[config.mk]
export PLATFORM = sky130hd
export DESIGN_NAME = mem_arbiter_rr
export DESIGN_NICKNAME = d
export VERILOG_FILES = /design/src/rtl/mem_arb_pkg.sv /design/src/rtl/rr_picker.sv /design/src/rtl/mem_arbiter_rr.sv
export SDC_FILE = /design/constraint.sdc
export NUM_CORES = 1
export LEC_CHECK = 0
export CORE_MARGIN = 2
export CORE_UTILIZATION = 34
export CTS_CLUSTER_DIAMETER = 30
export DETAILED_ROUTE_END_ITERATION = 6
export PLACE_DENSITY = 0.89
export SYNTH_ARGS = -nofsm -noshare
export SYNTH_HDL_FRONTEND = slang
export SYNTH_SLANG_ARGS = --single-unit
[constraint.sdc]
create_clock -name clk -period 1.62 [get_ports clk]
set_clock_uncertainty 0.15 [all_clocks]
set_input_delay 0.324 -clock clk [delete_from_list [all_inputs] [get_ports clk]]
set_output_delay 0.324 -clock clk [all_outputs]
set_load 0.02 [all_outputs]
[src/rtl/mem_arb_pkg.sv]
// Shared types and limits for the memory-port arbiter.
package mem_arb_pkg;

  localparam int MEM_ARB_MAX_CH = 8;

  typedef enum logic [1:0] {
    ST_IDLE   = 2'd0,
    ST_ACCESS = 2'd1,
    ST_DONE   = 2'd2
  } arb_state_e;

endpackage

[src/rtl/rr_picker.sv]
// Combinational picker: first asserted request found scanning upward from
// start_idx with wrap-around; start_idx = 0 gives plain lowest-index priority.
module rr_picker #(
  parameter int NUM_CH = 2,
  parameter int IDX_W  = $clog2(NUM_CH)
) (
  input  logic [NUM_CH-1:0] req,
  input  logic [IDX_W-1:0]  start_idx,
  output logic [NUM_CH-1:0] grant_onehot,
  output logic [IDX_W-1:0]  grant_idx,
  output logic              grant_valid
);

  always_comb begin
    grant_onehot = '0;
    grant_idx    = '0;
    grant_valid  = 1'b0;
    for (int off = 0; off < NUM_CH; off++) begin
      int cand;
      cand = int'(start_idx) + off;
      if (cand >= NUM_CH) cand = cand - NUM_CH;
      if (!grant_valid && req[cand]) begin
        grant_valid        = 1'b1;
        grant_idx          = cand[IDX_W-1:0];
        grant_onehot[cand] = 1'b1;
      end
    end
  end

endmodule

[src/rtl/mem_arbiter_rr.sv]
// Multi-channel single-port memory arbiter (IDLE -> ACCESS -> DONE).
// MEM_ARB_ROUND_ROBIN_EN selects round-robin; otherwise lowest index wins.
//
// state  | meaning
// IDLE   | no transaction; pick a requester when any is pending
// ACCESS | memory command held until mem_ack
// DONE   | one-cycle ch_ack to the granted channel, then back to IDLE
module mem_arbiter_rr
  import mem_arb_pkg::*;
#(
  parameter int NUM_CH = 2,
  parameter int ADDR_W = 32,
  parameter int DATA_W = 32
) (
  input  logic                       clk,
  input  logic                       reset,
  input  logic [NUM_CH-1:0]          ch_read_req,
  input  logic [NUM_CH-1:0]          ch_write_req,
  input  logic [NUM_CH*ADDR_W-1:0]   ch_addr,
  input  logic [NUM_CH*DATA_W-1:0]   ch_write_data,
  output logic [NUM_CH-1:0]          ch_ack,
  output logic [DATA_W-1:0]          ch_read_data,
  output logic                       mem_read,
  output logic                       mem_write,
  input  logic                       mem_ack,
  output logic [ADDR_W-1:0]          mem_addr,
  output logic [DATA_W-1:0]          mem_data_write,
  input  logic [DATA_W-1:0]          mem_data_read,
  output logic [$clog2(NUM_CH)-1:0]  grant_id,
  output logic                       busy
);

  localparam int IDX_W = $clog2(NUM_CH);

  arb_state_e state_q, state_d;

  logic [NUM_CH-1:0] req_any;
  logic [NUM_CH-1:0] pick_onehot;
  logic [IDX_W-1:0]  pick_idx;
  logic              pick_valid;
  logic [IDX_W-1:0]  start_idx;

  logic [IDX_W-1:0]  grant_q, grant_d;
  logic              write_q, write_d;
  logic [ADDR_W-1:0] addr_q, addr_d;
  logic [DATA_W-1:0] wdata_q, wdata_d;
  logic [DATA_W-1:0] rdata_q, rdata_d;
  logic              mem_read_q, mem_read_d;
  logic              mem_write_q, mem_write_d;
  logic [NUM_CH-1:0] ack_q, ack_d;

  assign req_any = ch_read_req | ch_write_req;

`ifdef MEM_ARB_ROUND_ROBIN_EN
  logic [IDX_W-1:0] ptr_q, ptr_d;

  // Search resumes just past the last granted channel.
  always_comb begin
    ptr_d = ptr_q;
    if (state_q == ST_IDLE && pick_valid) begin
      if (pick_idx == IDX_W'(NUM_CH - 1)) ptr_d = '0;
      else                                ptr_d = pick_idx + IDX_W'(1);
    end
  end

  always_ff @(posedge clk) begin
    if (reset) ptr_q <= '0;
    else       ptr_q <= ptr_d;
  end

  assign start_idx = ptr_q;
`else
  assign start_idx = '0;
`endif

  rr_picker #(.NUM_CH(NUM_CH), .IDX_W(IDX_W)) u_picker (
    .req          (req_any),
    .start_idx    (start_idx),
    .grant_onehot (pick_onehot),
    .grant_idx    (pick_idx),
    .grant_valid  (pick_valid)
  );

  always_ff @(posedge clk) begin
    if (reset) state_q <= ST_IDLE;
    else       state_q <= state_d;
  end

  always_comb begin
    state_d = state_q;
    case (state_q)
      ST_IDLE:   if (pick_valid) state_d = ST_ACCESS;
      ST_ACCESS: if (mem_ack)    state_d = ST_DONE;
      ST_DONE:   state_d = ST_IDLE;
      default:   state_d = ST_IDLE;
    endcase
  end

  always_comb begin
    grant_d = grant_q;
    write_d = write_q;
    addr_d  = addr_q;
    wdata_d = wdata_q;
    rdata_d = rdata_q;
    ack_d   = '0;
    if (state_q == ST_IDLE && pick_valid) begin
      grant_d = pick_idx;
      // A channel asking for both is served as a write; its read stays pending.
      write_d = |(ch_write_req & pick_onehot);
      addr_d  = ch_addr[int'(pick_idx)*ADDR_W +: ADDR_W];
      wdata_d = ch_write_data[int'(pick_idx)*DATA_W +: DATA_W];
    end
    if (state_q == ST_ACCESS && mem_ack) begin
      rdata_d         = mem_data_read;
      ack_d[grant_q]  = 1'b1;
    end
    mem_read_d  = (state_d == ST_ACCESS) && !write_d;
    mem_write_d = (state_d == ST_ACCESS) &&  write_d;
  end

  always_ff @(posedge clk) begin
    if (reset) begin
      grant_q     <= '0;
      write_q     <= 1'b0;
      addr_q      <= '0;
      wdata_q     <= '0;
      rdata_q     <= '0;
      mem_read_q  <= 1'b0;
      mem_write_q <= 1'b0;
      ack_q       <= '0;
    end else begin
      grant_q     <= grant_d;
      write_q     <= write_d;
      addr_q      <= addr_d;
      wdata_q     <= wdata_d;
      rdata_q     <= rdata_d;
      mem_read_q  <= mem_read_d;
      mem_write_q <= mem_write_d;
      ack_q       <= ack_d;
    end
  end

  assign ch_ack         = ack_q;
  assign ch_read_data   = rdata_q;
  assign mem_read       = mem_read_q;
  assign mem_write      = mem_write_q;
  assign mem_addr       = addr_q;
  assign mem_data_write = wdata_q;
  assign grant_id       = grant_q;
  assign busy           = (state_q != ST_IDLE);

endmodule

## Word-level counts from Yosys, hierarchy flattened

Index checks and enable logic that the tools add are counted.
W data, S select, Z words.

- Register bits: 104
- Input bits: 167
- Output and inout bits: 102
- Logic and storage cells: 41

- $lt $le $gt $ge: 2
- Equality and inequality tests: 2
- Shift-type cells: 2
- Multiplexer cells: 11
- Bitwise operators: 3
- Reduce and logical (&&, ||, !) cells: 12

Operator list:

| kind | number |
|---|---|
| $shiftx A64 B7 Y32 | 2 |
| $logic_and A1 B1 Y1 | 6 |
| $mux W1 | 6 |
| $mux W2 | 3 |
| $eq A2 B1 Y1 const B | 2 |
| $pmux W2 S2 | 1 |
| $reduce_or A2 Y1 | 2 |
| $and A2 B2 Y2 | 1 |
| $logic_not A1 Y1 | 2 |
| $logic_not A2 Y1 | 1 |
| $lt A1 B2 Y1 const B | 1 |
| $or A2 B2 Y2 | 1 |
| $reduce_bool A2 Y1 | 1 |
| $demux W1 S1 | 1 |
| $ge A1 B1 Y1 const B | 1 |
| $not A1 Y1 | 1 |

## Logic depth before layout (Yosys ltp)

- Depth in word-level cells: 10
- Gate-level depth with buffers: 6
- Gate-level depth less buffers: 4

## By module

From an unflattened synthesis, not the netlist that was laid out.

- Cell total of the unflattened synthesis: 458
- Area total of the unflattened synthesis: 4371.7 µm²

Modules (own cells, without submodules):

| module | times used | cells each | area each (µm²) | seq. area each (µm²) |
|---|---|---|---|---|
| mem_arbiter_rr | 1 | 453 | 4339.2 | 2082.0 |
| rr_picker | 1 | 5 | 32.5 | 0.0 |

## Worst setup path after synthesis

No wires, ideal clock.

- Path type: input port to flip-flop
- Start: input port ch_write_req[0]
- End: register wdata_q[10], in the netlist mem_data_write[10]
- Setup time: 0.133 ns
- Data arrival time: 1.405 ns
- Required time: 1.337 ns
- Slack: -0.068 ns
- Stages: 6
- Buffers on the path: 3
- Cell sequence: or4_1 buf_2 buf_6 buf_6 a21oi_1 a311oi_1

- Longest elaborated chain between the ends: 6
- Elaborated cells between the ends (all ways): 8
- Classes of those cells: shift: 1; mux: 3; bitwise: 1; reduce/logical: 3

RTL lines:

| what | RTL line | text |
|---|---|---|
| start, declared | mem_arbiter_rr.sv:18 | `input logic [NUM_CH-1:0] ch_write_req,` |
| $or A2 B2 Y2 (*) | mem_arbiter_rr.sv:52 | `assign req_any = ch_read_req \| ch_write_req;` |
| $mux W1 (*) | rr_picker.sv:22 | `if (!grant_valid && req[cand]) begin` |
| $logic_not A1 Y1 | rr_picker.sv:22 |  |
| $logic_and A1 B1 Y1 | rr_picker.sv:22 |  |
| $mux W1 | rr_picker.sv:22 |  |
| $shiftx A64 B7 Y32 or $logic_and A1 B1 Y1 (tied branches) | mem_arbiter_rr.sv:111, mem_arbiter_rr.sv:106 |  |
| end signal, assigned | mem_arbiter_rr.sv:135 | `wdata_q <= wdata_d;` |
| end, declared | mem_arbiter_rr.sv:46 | `logic [DATA_W-1:0] wdata_q, wdata_d;` |

Mark *: on every way between the ends. The rest lies on a longest branch, timed or not.
A chain may end at the register's enable or synchronous reset.

## Worst setup path in the final report

- Start: input port ch_read_req[0]
- End: register write_q

- Longest elaborated chain between the ends: 8
- Elaborated cells between the ends (all ways): 11
- Classes of those cells: mux: 5; bitwise: 2; reduce/logical: 4

RTL lines:

| what | RTL line | text |
|---|---|---|
| start, declared | mem_arbiter_rr.sv:17 | `input logic [NUM_CH-1:0] ch_read_req,` |
| $or A2 B2 Y2 (*) | mem_arbiter_rr.sv:52 |  |
| $mux W1 | rr_picker.sv:22 |  |
| $logic_not A1 Y1 | rr_picker.sv:22 |  |
| $logic_and A1 B1 Y1 | rr_picker.sv:22 |  |
| $mux W2 | rr_picker.sv:22 |  |
| $and A2 B2 Y2 | mem_arbiter_rr.sv:109 | `write_d = \|(ch_write_req & pick_onehot);` |
| $reduce_or A2 Y1 | mem_arbiter_rr.sv:109 |  |
| $mux W1 (*) | mem_arbiter_rr.sv:106 | `if (state_q == ST_IDLE && pick_valid) begin` |
| end signal, assigned | mem_arbiter_rr.sv:133 | `write_q <= write_d;` |
| end, declared | mem_arbiter_rr.sv:44 | `logic write_q, write_d;` |

Marked as above.

==> flow_summary.toml <==
[detailed_routing]
drcViolationCount = 0
viasPerCell = 5.562
ant_nets = 0
num_vias = 5495
drt_iter0_markers = 501
wire_per_inst_um = 18.50
drt-total-wl_um = 18280
first_pass_iters = 5

[setup_path]
r2r_end = "mem_read"
critPathMaxFanout = 6
worstPathRequired_ns = 1.74
r2r_cells = 4
regToRegStartpoint = "state_q[1]"
crit_path_start_kind = "primary input"
r2r_slack_ns = 0.03
path_class = "in -> reg"
crit_path_end_kind = "flop"
arrival_ns = 1.72

[logic_synthesis]
synth_warnings = 0
synthXorXnorAreaFrac = 0
synth_area_leaders = "dfxtp_1 46%, a311oi_1 13%, a21oi_1 11%, nand3_1 7.3%, o21ai_0 7.2%"
synth-simple-area-share = 0.1517
synth_top_family_by_area = "compound AO/OA/AOI/OAI gates"
syn_avg_cell_area_um2 = 8.100
netlist_area_mm2 = 0.004479
synth_compound_area_frac = 0.3162
ys_types = 26
synth.largest_area_cell = "dfxtp_1"
ys_ff_latch = 104
synth_top_area_frac = 0.4648
muxShareOfSynthArea = 0
synth_nets = 720
synth_cells = 553
synthAdderAreaFrac = 0
synth_seq_area_share = 0.4648

[status]
outcome = "complete, no violations"

[global_route]
grt_usage = 0.2514
overflow = 0
grt_first_pass_wirelength_um = 28480
grt_pass1_vias = 5380
grt_max_degree = 59
antenna_found_initial = 2

[sta]
period_minus_slack_ns = 1.593
rsz0062_at_grt = "no"
slew_headroom = 0.7933
worst_slack_ns = 0.02724
max_freq_mhz = 627.8
final.period_utilization = 0.9832
hold_violations = 0
drv_slew = 0
setup_violations = 0
worst_slew_pin_slew_ns = 0.3101

[worst_hold_path]
holdPathStages = 2
worstHoldEndpoint = "ch_read_data[5]"
hold_start = "reset"
hp-class = "in -> reg"

[die]
fp.dieH_um = 118.8
start_util = 0.3521
core_area_mm2 = 0.01272
rows = 41
io_pins = 269
dieArea_mm2 = 0.01411
dieWidth_um = 118.8

[power]
p_leak_nw = 3.272
p_sw_mw = 2.270
clkPwrFrac = 0.311
pwr-share-seq = 0.401
swShare = 0.3095
ir_drop_mv = 0.4589
powerDensity_mw_per_mm2 = 896.0
comb_power_share = 0.288
p_int_mw = 5.065

[clocking]
cts_num_sinks = 104
clkTransAtPathRegs_ns = 0.08
tritoncts.num_buffers = 9
clock_path_buffers = 2
cts-root-buf = "clkbuf_16"
cts_tree = "yes"
clock_latency_ns = 0.34
cts_max_level = 3

[placed_design]
dpl_worst_slack_ns = -0.7907
gp_congestion = 0.8166
portBuffers = 268
dp_hpwl_um = 11990

[job]
drv_cap = 0

[cells_and_area]
fin_nets = 977
final_util = 0.6435
area_growth_pct = 82.77
drive_gt1_frac = 0.1411
[cells in the final DEF (no fill, tap or decap), types with 3 or more instances in the layout]
master	synthesis	layout
nor2_4	0	3
inv_6	0	5
a21oi_1	100	62
nand3_1	65	65
buf_4	1	19
or2_2	3	3
clkbuf_16	0	11
o21ai_0	64	63
a311oi_1	64	64
buf_12	0	16
buf_16	0	8
a21oi_2	2	38
dlygate4sd2_1	0	102
nand2_1	65	65
clkdlybuf4s50_1	0	161
dfxtp_1	104	102
[cell families (layout without fill, tap and decap cells)]
| logic type | after synthesis | after routing |
|---|---|---|
| AO/OA/AOI/OAI | 232 | 232 |
| AND/OR/NAND/NOR | 148 | 148 |
| flip-flops | 104 | 104 |
| buffers and inverters | 69 | 331 |
| other | 0 | 1 |
[synthesized netlist by cell type (all sizes together)]
| cell | count |
|---|---|
| nor2 | 5 |
| a21oi | 102 |
| a21bo | 1 |
| nand2b | 1 |
| o21ai | 64 |
| a311oi | 64 |
| inv | 2 |
| o21a | 1 |
| nor3 | 1 |
| nor3b | 1 |
| nand2 | 65 |
| or2 | 3 |
| nand3b | 1 |
| or3b | 1 |
| nand3 | 65 |
| or4 | 1 |
| and2 | 1 |
| nand4 | 1 |
| dfxtp | 104 |
| clkbuf | 47 |
| buf | 20 |
| and3b | 2 |
[stage by stage]
stage	instances	area, um^2	setup TNS [ns]	hold WS, ns	power, mW
6_report	988	8187	0	0.1173	7.335
5_1_grt	988	8187	0	0.1118	7.640
4_1_cts	984	8087	-0.02248	0.1112	7.326
3_5_place_dp	958	7590	-53.17	0.2984	5.129
3_3_place_gp	958	7590	-49.83	0.2910	5.090
2_1_floorplan	553	4569	-1.847	0.3100	3.952
[power groups by stage]
| stage | combinational (mW) | clock [mW] | sequential, mW |
|---|---|---|---|
| 6_report | 2.11 | 2.28 | 2.94 |
| 5_1_grt | 2.25 | 2.42 | 2.97 |
| 4_1_cts | 2.07 | 2.32 | 2.94 |
| 3_5_place_dp | 2.13 | 0 | 3.00 |
| 3_3_place_gp | 2.10 | 0 | 2.99 |
| 2_1_floorplan | 0.677 | 0 | 3.27 |
[routing by layer]
layer,up-vias,GRT usage,wire (um)
met5,-,0,13
met2,293,0.4332,9100
li1,2571,-,-
met4,2,0.1064,577
met1,2584,0.2939,7093
met3,45,0.06564,1491
[sequential cells by signal, summed over array words and instances, names as in the netlist]
signal          cells
ch_read_data       32
mem_write           1
write_q             1
mem_addr           32
ch_ack              2
mem_read            1
state_q             2
grant_id            1
mem_data_write     32
[what timing repair did]
item | in CTS | in global routing
pin swaps | 1 | 4
cloned | 7 | 2
resized for setup | 143 | 13
hold buffers | 0 | 0
buffers inserted | 3 | 1
endpoints found under the setup margin | 170 | 17
[worst max-delay path by stage]
stage,start,endpoint,slack (ns),cells after the start
after CTS,state_q[0],busy,-0.02,3
after detailed placement,ch_write_req[0],mem_addr[21],-0.79,5
final,ch_read_req[0],write_q,0.03,6
after global placement,ch_write_req[0],grant_id,-0.74,5
after floorplan,ch_write_req[0],mem_data_write[10],-0.05,6
after global routing,ch_read_req[0],write_q,0.002,6
[layout make-up]
cell class              instances  area, um^2
well taps                     172       215.2
flip-flops and latches        104        2085
diodes                          1       2.502
multi-input cells             380        2280
clock buffers                   9       225.2
inverters                       2       7.507
repair buffers                313        3289
clock inverters                 7       82.58
fillers                      1096        4536
[critical path: stages]
cell and delay [ns]:
clkdlybuf4s15_1 0.20, or4_4 0.58, buf_8 0.18, buf_12 0.13
nand4_1 0.12, nor3b_1 0.18
No activity file was read; power rests on OpenSTA's default activity.
